[src/rtl/vx_gpu_pkg.sv]
// Shared types for the result merge slice: FSM states, pid width helper and
// the lane packet view at the default configuration.
package vx_gpu_pkg;

   typedef enum logic [1:0] {
      IDLE    = 2'd0,
      COLLECT = 2'd1,
      FULL    = 2'd2
   } merge_state_t;

   function automatic int unsigned pid_width(input int unsigned num_packets);
      int unsigned w;
      w = 1;
      if (num_packets > 1) w = $clog2(num_packets);
      return w;
   endfunction

   localparam int unsigned PKT_NUM_LANES = 1;
   localparam int unsigned PKT_XLEN      = 32;
   localparam int unsigned PKT_NW_WIDTH  = 2;
   localparam int unsigned PKT_META_W    = 16;
   localparam int unsigned PKT_PID_WIDTH = pid_width(4);

   typedef struct packed {
      logic [PKT_NW_WIDTH-1:0]           wid;
      logic [PKT_PID_WIDTH-1:0]          pid;
      logic                              sop;
      logic                              eop;
      logic [PKT_NUM_LANES-1:0]          tmask;
      logic [PKT_NUM_LANES*PKT_XLEN-1:0] data;
      logic [PKT_META_W-1:0]             meta;
   } merge_pkt_t;

endpackage

[src/rtl/vx_merge_lane_buf.sv]
// One packet-wide slice of the warp record: mask and lane data, cleared when a
// new instruction starts unless this slice is the one being written.
module vx_merge_lane_buf #(
   parameter int unsigned NUM_LANES = 1,
   parameter int unsigned XLEN      = 32
) (
   input  logic                      clk,
   input  logic                      reset,
   input  logic                      clear,
   input  logic                      we,
   input  logic [NUM_LANES-1:0]      in_tmask,
   input  logic [NUM_LANES*XLEN-1:0] in_data,
   output logic [NUM_LANES-1:0]      tmask,
   output logic [NUM_LANES*XLEN-1:0] data
);

   always_ff @(posedge clk) begin
      if (reset) begin
         tmask <= '0;
         data  <= '0;
      end else if (we) begin
         tmask <= in_tmask;
         data  <= in_data;
      end else if (clear) begin
         tmask <= '0;
         data  <= '0;
      end
   end

endmodule

[src/rtl/vx_result_merge_unit.sv]
// Reassembles lane packets of one instruction into a full-warp writeback record.
// Optional protocol checker (proto_err port) under VX_RESULT_MERGE_CHECK_EN.
module vx_result_merge_unit
   import vx_gpu_pkg::*;
#(
   parameter  int unsigned NUM_THREADS = 4,
   parameter  int unsigned NUM_LANES   = 1,
   parameter  int unsigned XLEN        = 32,
   parameter  int unsigned NW_WIDTH    = 2,
   parameter  int unsigned META_W      = 16,
   localparam int unsigned NUM_PACKETS = NUM_THREADS / NUM_LANES,
   localparam int unsigned PID_WIDTH   = pid_width(NUM_PACKETS)
) (
   input  logic                        clk,
   input  logic                        reset,
   input  logic                        in_valid,
   output logic                        in_ready,
   input  logic [NW_WIDTH-1:0]         in_wid,
   input  logic [PID_WIDTH-1:0]        in_pid,
   input  logic                        in_sop,
   input  logic                        in_eop,
   input  logic [NUM_LANES-1:0]        in_tmask,
   input  logic [NUM_LANES*XLEN-1:0]   in_data,
   input  logic [META_W-1:0]           in_meta,
   output logic                        out_valid,
   input  logic                        out_ready,
   output logic [NW_WIDTH-1:0]         out_wid,
   output logic [NUM_THREADS-1:0]      out_tmask,
   output logic [NUM_THREADS*XLEN-1:0] out_data,
   output logic [META_W-1:0]           out_meta,
   output logic [31:0]                 perf_merged
`ifdef VX_RESULT_MERGE_CHECK_EN
   ,
   output logic                        proto_err
`endif
);

   if (NUM_THREADS % NUM_LANES != 0) begin : g_bad_cfg
      $error("NUM_THREADS must be a multiple of NUM_LANES");
   end

   merge_state_t state, state_next, base_state;
   logic in_fire, out_fire, accept_sop, accept_cont, wr_en;

   assign out_valid = (state == FULL);
   assign in_ready  = (state != FULL) || out_ready;
   assign in_fire   = in_valid && in_ready;
   assign out_fire  = out_valid && out_ready;

   // A record draining this cycle frees the buffer, so the incoming packet sees IDLE
   assign base_state  = out_fire ? IDLE : state;
   assign accept_sop  = in_fire && in_sop;
   assign accept_cont = in_fire && !in_sop && (base_state == COLLECT);
   assign wr_en       = accept_sop || accept_cont;

   always_comb begin
      state_next = base_state;
      if (accept_sop)
         state_next = in_eop ? FULL : COLLECT;
      else if (accept_cont && in_eop)
         state_next = FULL;
   end

   always_ff @(posedge clk) begin
      if (reset) begin
         state       <= IDLE;
         out_wid     <= '0;
         out_meta    <= '0;
         perf_merged <= '0;
      end else begin
         state <= state_next;
         if (accept_sop) begin
            out_wid  <= in_wid;
            out_meta <= in_meta;
         end
         if (out_fire) perf_merged <= perf_merged + 32'd1;
      end
   end

   for (genvar p = 0; p < NUM_PACKETS; p++) begin : g_slice
      logic sel;
      assign sel = (NUM_PACKETS == 1) || (in_pid == PID_WIDTH'(p));
      vx_merge_lane_buf #(
         .NUM_LANES (NUM_LANES),
         .XLEN      (XLEN)
      ) u_buf (
         .clk      (clk),
         .reset    (reset),
         .clear    (accept_sop),
         .we       (wr_en && sel),
         .in_tmask (in_tmask),
         .in_data  (in_data),
         .tmask    (out_tmask[p*NUM_LANES +: NUM_LANES]),
         .data     (out_data[p*NUM_LANES*XLEN +: NUM_LANES*XLEN])
      );
   end

`ifdef VX_RESULT_MERGE_CHECK_EN
   logic [PID_WIDTH-1:0] last_pid;
   logic                 err_set;

   always_comb begin
      err_set = 1'b0;
      if (in_fire) begin
         if (!in_sop && base_state != COLLECT) err_set = 1'b1;
         if (in_sop && base_state == COLLECT) err_set = 1'b1;
         if (accept_cont && ((in_wid != out_wid) ||
             ((NUM_PACKETS > 1) && (in_pid <= last_pid)))) err_set = 1'b1;
      end
   end

   always_ff @(posedge clk) begin
      if (reset) begin
         proto_err <= 1'b0;
         last_pid  <= '0;
      end else begin
         if (err_set) proto_err <= 1'b1;
         if (wr_en) last_pid <= in_pid;
      end
   end

   always_ff @(posedge clk) begin
      if (!reset) assert (!(err_set && !proto_err));
   end
`endif

endmodule

[config.mk]
export PLATFORM = sky130hd
export DESIGN_NAME = vx_result_merge_unit
export DESIGN_NICKNAME = d
export VERILOG_FILES = /design/src/rtl/vx_gpu_pkg.sv /design/src/rtl/vx_merge_lane_buf.sv /design/src/rtl/vx_result_merge_unit.sv
export SDC_FILE = /design/constraint.sdc
export NUM_CORES = 1
export LEC_CHECK = 0
export CAP_MARGIN = 20
export CORE_UTILIZATION = 43
export CTS_BUF_LIST = sky130_fd_sc_hd__clkbuf_8
export CTS_CLUSTER_DIAMETER = 40
export DETAILED_ROUTE_END_ITERATION = 8
export GPL_TIMING_DRIVEN = 0
export PLACE_DENSITY = 0.88
export SYNTH_ARGS = -nofsm -noshare
export SYNTH_HDL_FRONTEND = slang
export SYNTH_SLANG_ARGS = --single-unit
export TNS_END_PERCENT = 1
[constraint.sdc]
create_clock -name clk -period 1.9 [get_ports clk]
set_input_delay 0.19 -clock clk [delete_from_list [all_inputs] [get_ports clk]]
set_output_delay 0.19 -clock clk [all_outputs]
set_load 0.01 [all_outputs]
==> results.toml, run 1 <==
[timing]
rsz0062_at_grt = "true"
fin_ws_ns = -0.106
holdWs_ns = 0.251
period_needed_ns = 2.01
hold_violations = 0
final_max_slew_viol_count = 0
period_share_pct = 106
slew_headroom_pct = 58.9
fin_skew_ns = 0.0182
max_freq_mhz = 498
tightest_slew_ns = 0.615
setup_viol = 10

[synthesis]
synth_edf_count = 0
yosysSeqAreaShare_pct = 51.1
netlist_instances = 751
synth_area_mm2 = 0.00721
synth_area_leaders = "dfxtp_1 51%, mux2i_1 18%, nand2_1 9.5%, nand2b_1 2.9%, a21oi_1 2.8%"
synthFlopType = "dfxtp_1"
yosys.area.top_type = "dfxtp_1"
postSynthNetCount = 811
synth_top_area_share_pct = 51.1
syn_area_per_cell_um2 = 9.60
yosysWarnings = 0
ys_seq_elements = 184
ys_types = 40
ys_async_sr_fraction_pct = 0

[drt]
first_pass_iters = 4
wire_per_inst_um = 16.8
num_vias = 6435
wirelength_um = 20900
drt_iter0_drc = 345
route.detailed.drc = 0
routed_via_density = 5.17
ant_nets = 0

[worst_setup_path]
cp-start-kind = "flip-flop"
crit_chain = "nand4_1 -> buf_4 -> or4_4 -> buf_6 -> or3_4 -> a21oi_2"
crit_type = "reg2reg"
critPathArrivalTime_ns = 2.41
slowest_delay_ns = 0.58
critPathBufInv = 2
cp-end-kind = "flip-flop"
worst-path-max-fanout = 6
cp_slowest_cell = "or4_4"
cp.required_ns = 2.31
crit_family = "simple AND/OR/NAND/NOR gates"

[global_routing]
grt_start_max_net_pins = 20
gr-total-overflow = 0
antenna_found_initial = 0
grt_pass1_vias = 6281
grt_usage_pct = 23.9
grt_pass1_wl_um = 32500

[flow_run]
maxCapViolations = 0

[clocking]
clock_latency_ns = 0.48
h-tree-depth = 4
cts_hold_buf = 0
clk_transition_reported_paths_ns = 0.10
clk_path_buf_depth = 2
cts_root_buffer = "clkbuf_8"
cts.sinks = 184
cts_tree = "yes"
cts_made_buffers = 17

[place]
place_hpwl_um = 15400
gp_congestion = 0.856
port-buffer-count = 242
dpl_worst_slack_ns = -0.661

[worst_hold_path]
hp-class = "in2reg"

[pwr]
p_total_mw = 7.74
power_density_mw_per_mm2 = 729
vdd_drop_max_v = 0.000448
p_leak_nw = 4.52

[final_layout]
num_antenna_cells = 0
fillers = 1294
fin_nets = 1076
drive_above_1_share_pct = 10.0
areaGrowthSynthToFinish_pct = 47.3

[floorplanning]
start_util_pct = 44.7
num_io_pins = 243
core_area_mm2 = 0.0161
num_rows = 46
dieArea_mm2 = 0.0173
die_y_um = 131
die_x_um = 131

[status]
violations = "negative setup slack"
status = "finished, violations left"
[placed cells by master (no fill, tap or decap), types with 11 or more instances in the layout]
cell               n
a21oi_1           38
buf_4             24
clkdlybuf4s50_1  241
or4_1             13
nand2_1          182
clkbuf_8          17
nand4_1           11
dfxtp_1          175
buf_6             11
nor2_1            11
nand2b_1          33
o31ai_1           12
mux2i_1          133
[kinds of logic (layout without fill, tap and decap cells)]
group                      count (synthesis)  count (layout)  share of synthesized area, %
AOI/OAI and AO/OA                         67              67                          5.35
xor gates and xnor gates                   9               9                          1.09
adders and majority gates                  1               1                         0.174
buffers and inverters                     59             337                          3.87
DFF                                      184             184                          51.1
muxes                                    134             134                          18.6
and+or+nand+nor                          297             297                          19.8
[area by class of cell]
cell class                      count  area (µm²)  area share (%)
Timing Repair Buffer              249        2480            23.3
Tap cell                          216         270            2.55
Clock inverter                     15         235            2.22
Multi-Input combinational cell    508        3320            31.3
Buffer                             50         348            3.28
Inverter                            6        22.5           0.212
Sequential cell                   184        3700            34.9
Clock buffer                       17         234            2.20
[per-layer routing]
metal | GRT usage, % | vias up | part of all wire (%)
met5 | 0 | - | 0
met2 | 39.9 | 247 | 48
li1 | - | 3092 | -
met1 | 28.2 | 3044 | 42
met4 | 12.2 | 0 | 3.6
met3 | 6.48 | 52 | 6.7
[tightest hold or removal path: stages]
cell and delay [ns]:
clkdlybuf4s50_1 0.39, nand2_1 0.05, a21oi_1 0.05
[report_power, final]
group          switching, mW  leakage [nW]  internal, mW  total [mW]
registers             0.0455          1.49          3.93        3.98
clock network           1.62         0.234          1.39        3.01
logic                  0.369          2.80         0.385       0.755
total                   2.03          4.52          5.71        7.74
[state kept, by name (all words and copies together), names as in the netlist]
name and count:
g_slice.u_buf.data 128, perf_merged 32, out_meta 16, g_slice.u_buf.tmask 4, out_wid 2, state 2
[synthesized netlist by cell type, types with 3 or more instances]
| master | count |
|---|---|
| a21oi_1 | 41 |
| and4_1 | 5 |
| buf_2 | 22 |
| buf_4 | 4 |
| clkbuf_1 | 25 |
| dfxtp_1 | 184 |
| inv_1 | 6 |
| mux2i_1 | 133 |
| nand2_1 | 182 |
| nand2b_1 | 33 |
| nand3_1 | 10 |
| nand4_1 | 11 |
| nor2_1 | 11 |
| nor3_1 | 3 |
| nor4_1 | 3 |
| o21ai_0 | 7 |
| o31ai_1 | 14 |
| or3_1 | 9 |
| or4_1 | 16 |
| xnor2_1 | 6 |
| xor2_1 | 3 |
[final timing paths]
path	startpoint	endpoint	slack [ns]	cells past startpoint
hold / removal	in_meta[9]	out_meta[9]$_SDFFE_PP0P_	0.25	3
hold reg to reg	out_meta[10]$_SDFFE_PP0P_	out_meta[10]$_SDFFE_PP0P_	0.46	2
setup reg to reg	perf_merged[4]$_SDFFE_PP0P_	perf_merged[9]$_SDFFE_PP0P_	-0.11	6
setup / recovery	perf_merged[4]$_SDFFE_PP0P_	perf_merged[9]$_SDFFE_PP0P_	-0.11	6
[metrics by stage]
step / instance area (µm²) / util [%] / TNS (ns) / std cells
3_5_place_dp: 9930 / 61.6 / -81.88 / 1209
3_3_place_gp: 9930 / 61.6 / -75.67 / 1209
6_report: 10600 / 65.9 / -0.556 / 1245
5_1_grt: 10600 / 65.9 / -2.04 / 1245
2_1_floorplan: 7240 / - / -0.0850 / 751
4_1_cts: 10500 / 65.5 / -0.447 / 1245
[what timing repair did]
action                                  CTS  global route
resized for setup                        45            23
setup buffers                             5             2
endpoints found under the setup margin  161           170
cloned                                    0             0
pin swaps                                13             9
(Power assumes the default switching activity.)
==> run 2: changes to the inputs <==
Settings changed: ABC_AREA from default to 1.
==> run 2 against run 1 <==
Against the previous run: the run now ends clean; synthesized cell count grew 28%; sequential power is essentially flat; clock power shrank 18%; worst hold slack gained 0.057 ns; critical path type is now reg2out; largest cell class unchanged.
==> results.toml, run 2 <==
[synthesis]
yosys.area.top_type = "dfxtp_1"
yosysMostFrequentCell = "nand2_1"
ys_seq_elements = 184
netlist_instances = 958
synth_area_leaders = "dfxtp_1 50%, nand3_1 11%, nand2_1 10%, a21oi_1 10%, nor2_1 4.6%"
postSynthNetCount = 1018
ys_types = 28
yosysWarnings = 0
synth_area_mm2 = 0.00730
synth.cells.most_frequent = "201 x nand2_1, 184 x dfxtp_1, 156 x nand3_1"
synth_edf_count = 0
syn_area_per_cell_um2 = 7.62
yosysSeqAreaShare_pct = 50.4
synth_top_area_share_pct = 50.4
synthFlopType = "dfxtp_1"
ys_async_sr_fraction_pct = 0

[clocking]
post_cts_buffers = 0
cts_made_buffers = 17
clk_transition_reported_paths_ns = 0.09
cts_hold_buf = 0
clk_path_buf_depth = 2
clock_latency_ns = 0.47
post_cts_resized = 0
h-tree-depth = 4
cts.sinks = 184
cts_root_buffer = "clkbuf_8"
cts_tree = "yes"

[global_routing]
grt_pass1_wl_um = 37200
grt_busiest_layer = "met2"
grt_pass1_vias = 7097
grt_start_max_net_pins = 17
grt_usage_pct = 26.8
grt_use_met3_pct = 5.88
antenna_found_initial = 0
use_met2_pct = 43.3
gr-total-overflow = 0
met1_usage_pct = 33.4

[worst_hold_path]
hp-class = "in2reg"

[final_layout]
design_area_mm2 = 0.0104
top_regs = "g_slice.u_buf.data (128), perf_merged (32), out_meta (16)"
fin_nets = 1279
num_antenna_cells = 0
areaGrowthSynthToFinish_pct = 41.9
most-common-layout-cells = "242 x clkdlybuf4s50_1, 201 x nand2_1, 184 x dfxtp_1"
top_register = "g_slice.u_buf.data"
largest_reg_flops = 128
final_common_cell = "clkdlybuf4s50_1"
drive_above_1_share_pct = 7.14

[timing]
final_max_slew_viol_count = 0
hold_violations = 0
period_share_pct = 94.4
max_freq_mhz = 557
fin_ws_ns = 0.106
tightest_slew_ns = 0.625
period_needed_ns = 1.79
rsz0062_at_grt = "false"
slew_headroom_pct = 58.4
fin_skew_ns = 0.0135
setup_viol = 0

[worst_setup_path]
crit_chain = "inv_1 -> nand2_1 -> inv_1 -> clkdlybuf4s50_1"
cp.required_ns = 1.71
cp_slowest_cell = "clkdlybuf4s50_1"
crit_end = "out_valid"
r2r_cells = 9
cp-end-kind = "output port"
critPathBufInv = 3
crit_top_cell = "inv_1"
r2r_end = "g_slice[0].u_buf.data[26]$_SDFFE_PP0P_"
critPathArrivalTime_ns = 1.60
r2r-start = "state[0]$_SDFF_PP0_"
crit_cells = 4
slowest_delay_ns = 0.55
rrSetupSlack_ns = 0.20
crit_type = "reg2out"
crit_family = "buffers and inverters"
cp-start-kind = "flip-flop"
critPathLaunch = "state[0]$_SDFF_PP0_"
worst-path-max-fanout = 5

[drt]
num_vias = 7760
wire_per_inst_um = 16.3
routed_via_density = 5.34
route.detailed.drc = 0
wirelength_um = 23700
first_pass_iters = 5
ant_nets = 0
drt_iter0_drc = 603

[pwr]
vdd_drop_max_v = 0.000380
p_leak_nw = 3.64
power_density_mw_per_mm2 = 706

[floorplanning]
num_io_pins = 243
num_rows = 47
core_area_mm2 = 0.0166
die_x_um = 132
start_util_pct = 44.0
die_y_um = 132
dieArea_mm2 = 0.0175

[flow_run]
maxCapViolations = 0

[place]
place_hpwl_um = 17300
port-buffer-count = 242
dpl_worst_slack_ns = -0.193
gp_congestion = 0.874
place_area_mm2 = 0.0100

[status]
status = "completed"
-- run 2: cell count changes in the layout (fill, tap and decap cells not counted), moves of 33 or more --
cell	delta
nand3_1	+146
mux2i_1	-133
nor2_1	+78
nand2b_1	-33
inv_1	+38
a21oi_1	+110
-- run 2: stage by stage --
| stage | utilization [%] | instances | setup TNS, ns | hold slack (ns) | total power [mW] |
|---|---|---|---|---|---|
| floorplan | - | 958 | 0 | 0.302 | 4.46 |
| global placement | 60.3 | 1420 | -6.84 | 0.461 | 4.93 |
| detailed placement | 60.3 | 1420 | -11.72 | 0.469 | 4.94 |
| CTS | 62.5 | 1452 | 0 | 0.279 | 7.36 |
| global route | 62.5 | 1452 | 0 | 0.314 | 7.59 |
| finish | 62.5 | 1452 | 0 | 0.308 | 7.32 |
-- run 2: worst min path at each step --
stage	from	endpoint	slack [ns]	depth (start not counted)
final	in_eop	state[1]$_SDFF_PP0_	0.31	3
after floorplan	in_eop	state[0]$_SDFF_PP0_	0.30	1
after global routing	in_eop	state[1]$_SDFF_PP0_	0.31	3
after global placement	out_meta[10]$_SDFFE_PP0P_	out_meta[10]$_SDFFE_PP0P_	0.46	2
after detailed placement	g_slice[2].u_buf.data[6]$_SDFFE_PP0P_	g_slice[2].u_buf.data[6]$_SDFFE_PP0P_	0.47	2
after CTS	in_eop	state[1]$_SDFF_PP0_	0.28	3
-- run 2: cell families (layout without fill, tap and decap cells) --
group,Yosys count,count (layout),share of synthesized area [%]
fa+ha+maj,1,1,0.171
xor+xnor,6,6,0.720
simple gates,475,475,29.0
flops,184,184,50.4
compound gates,178,178,12.3
buf+inv,114,388,7.32
-- run 2: tightest hold or removal path: stages --
cell and delay, ns:
clkdlybuf4s50_1 0.41, nand2_1 0.07, a21oi_1 0.05
-- run 2: area by class of cell --
cell class / count / area, µm²
flip-flops and latches: 184 / 3680
repair buffers: 242 / 2420
well taps: 220 / 275
plain buffers: 65 / 350
clock buffers: 20 / 275
inverters: 49 / 184
fillers: 1467 / 6220
clock inverters: 12 / 90.1
multi-input cells: 660 / 3090
-- run 2: metal layers --
layer	wire (µm)	part of all wire, %
met5	0	0
met4	1060	4.5
met3	1860	7.8
met2	11100	47
met1	9700	41
-- run 2: where the power goes --
group | internal (mW) | total [mW] | switching [mW]
sequential | 3.95 | 4.01 | 0.0551
combinational | 0.385 | 0.855 | 0.471
clock | 1.02 | 2.46 | 1.44
total | 5.36 | 7.32 | 1.96
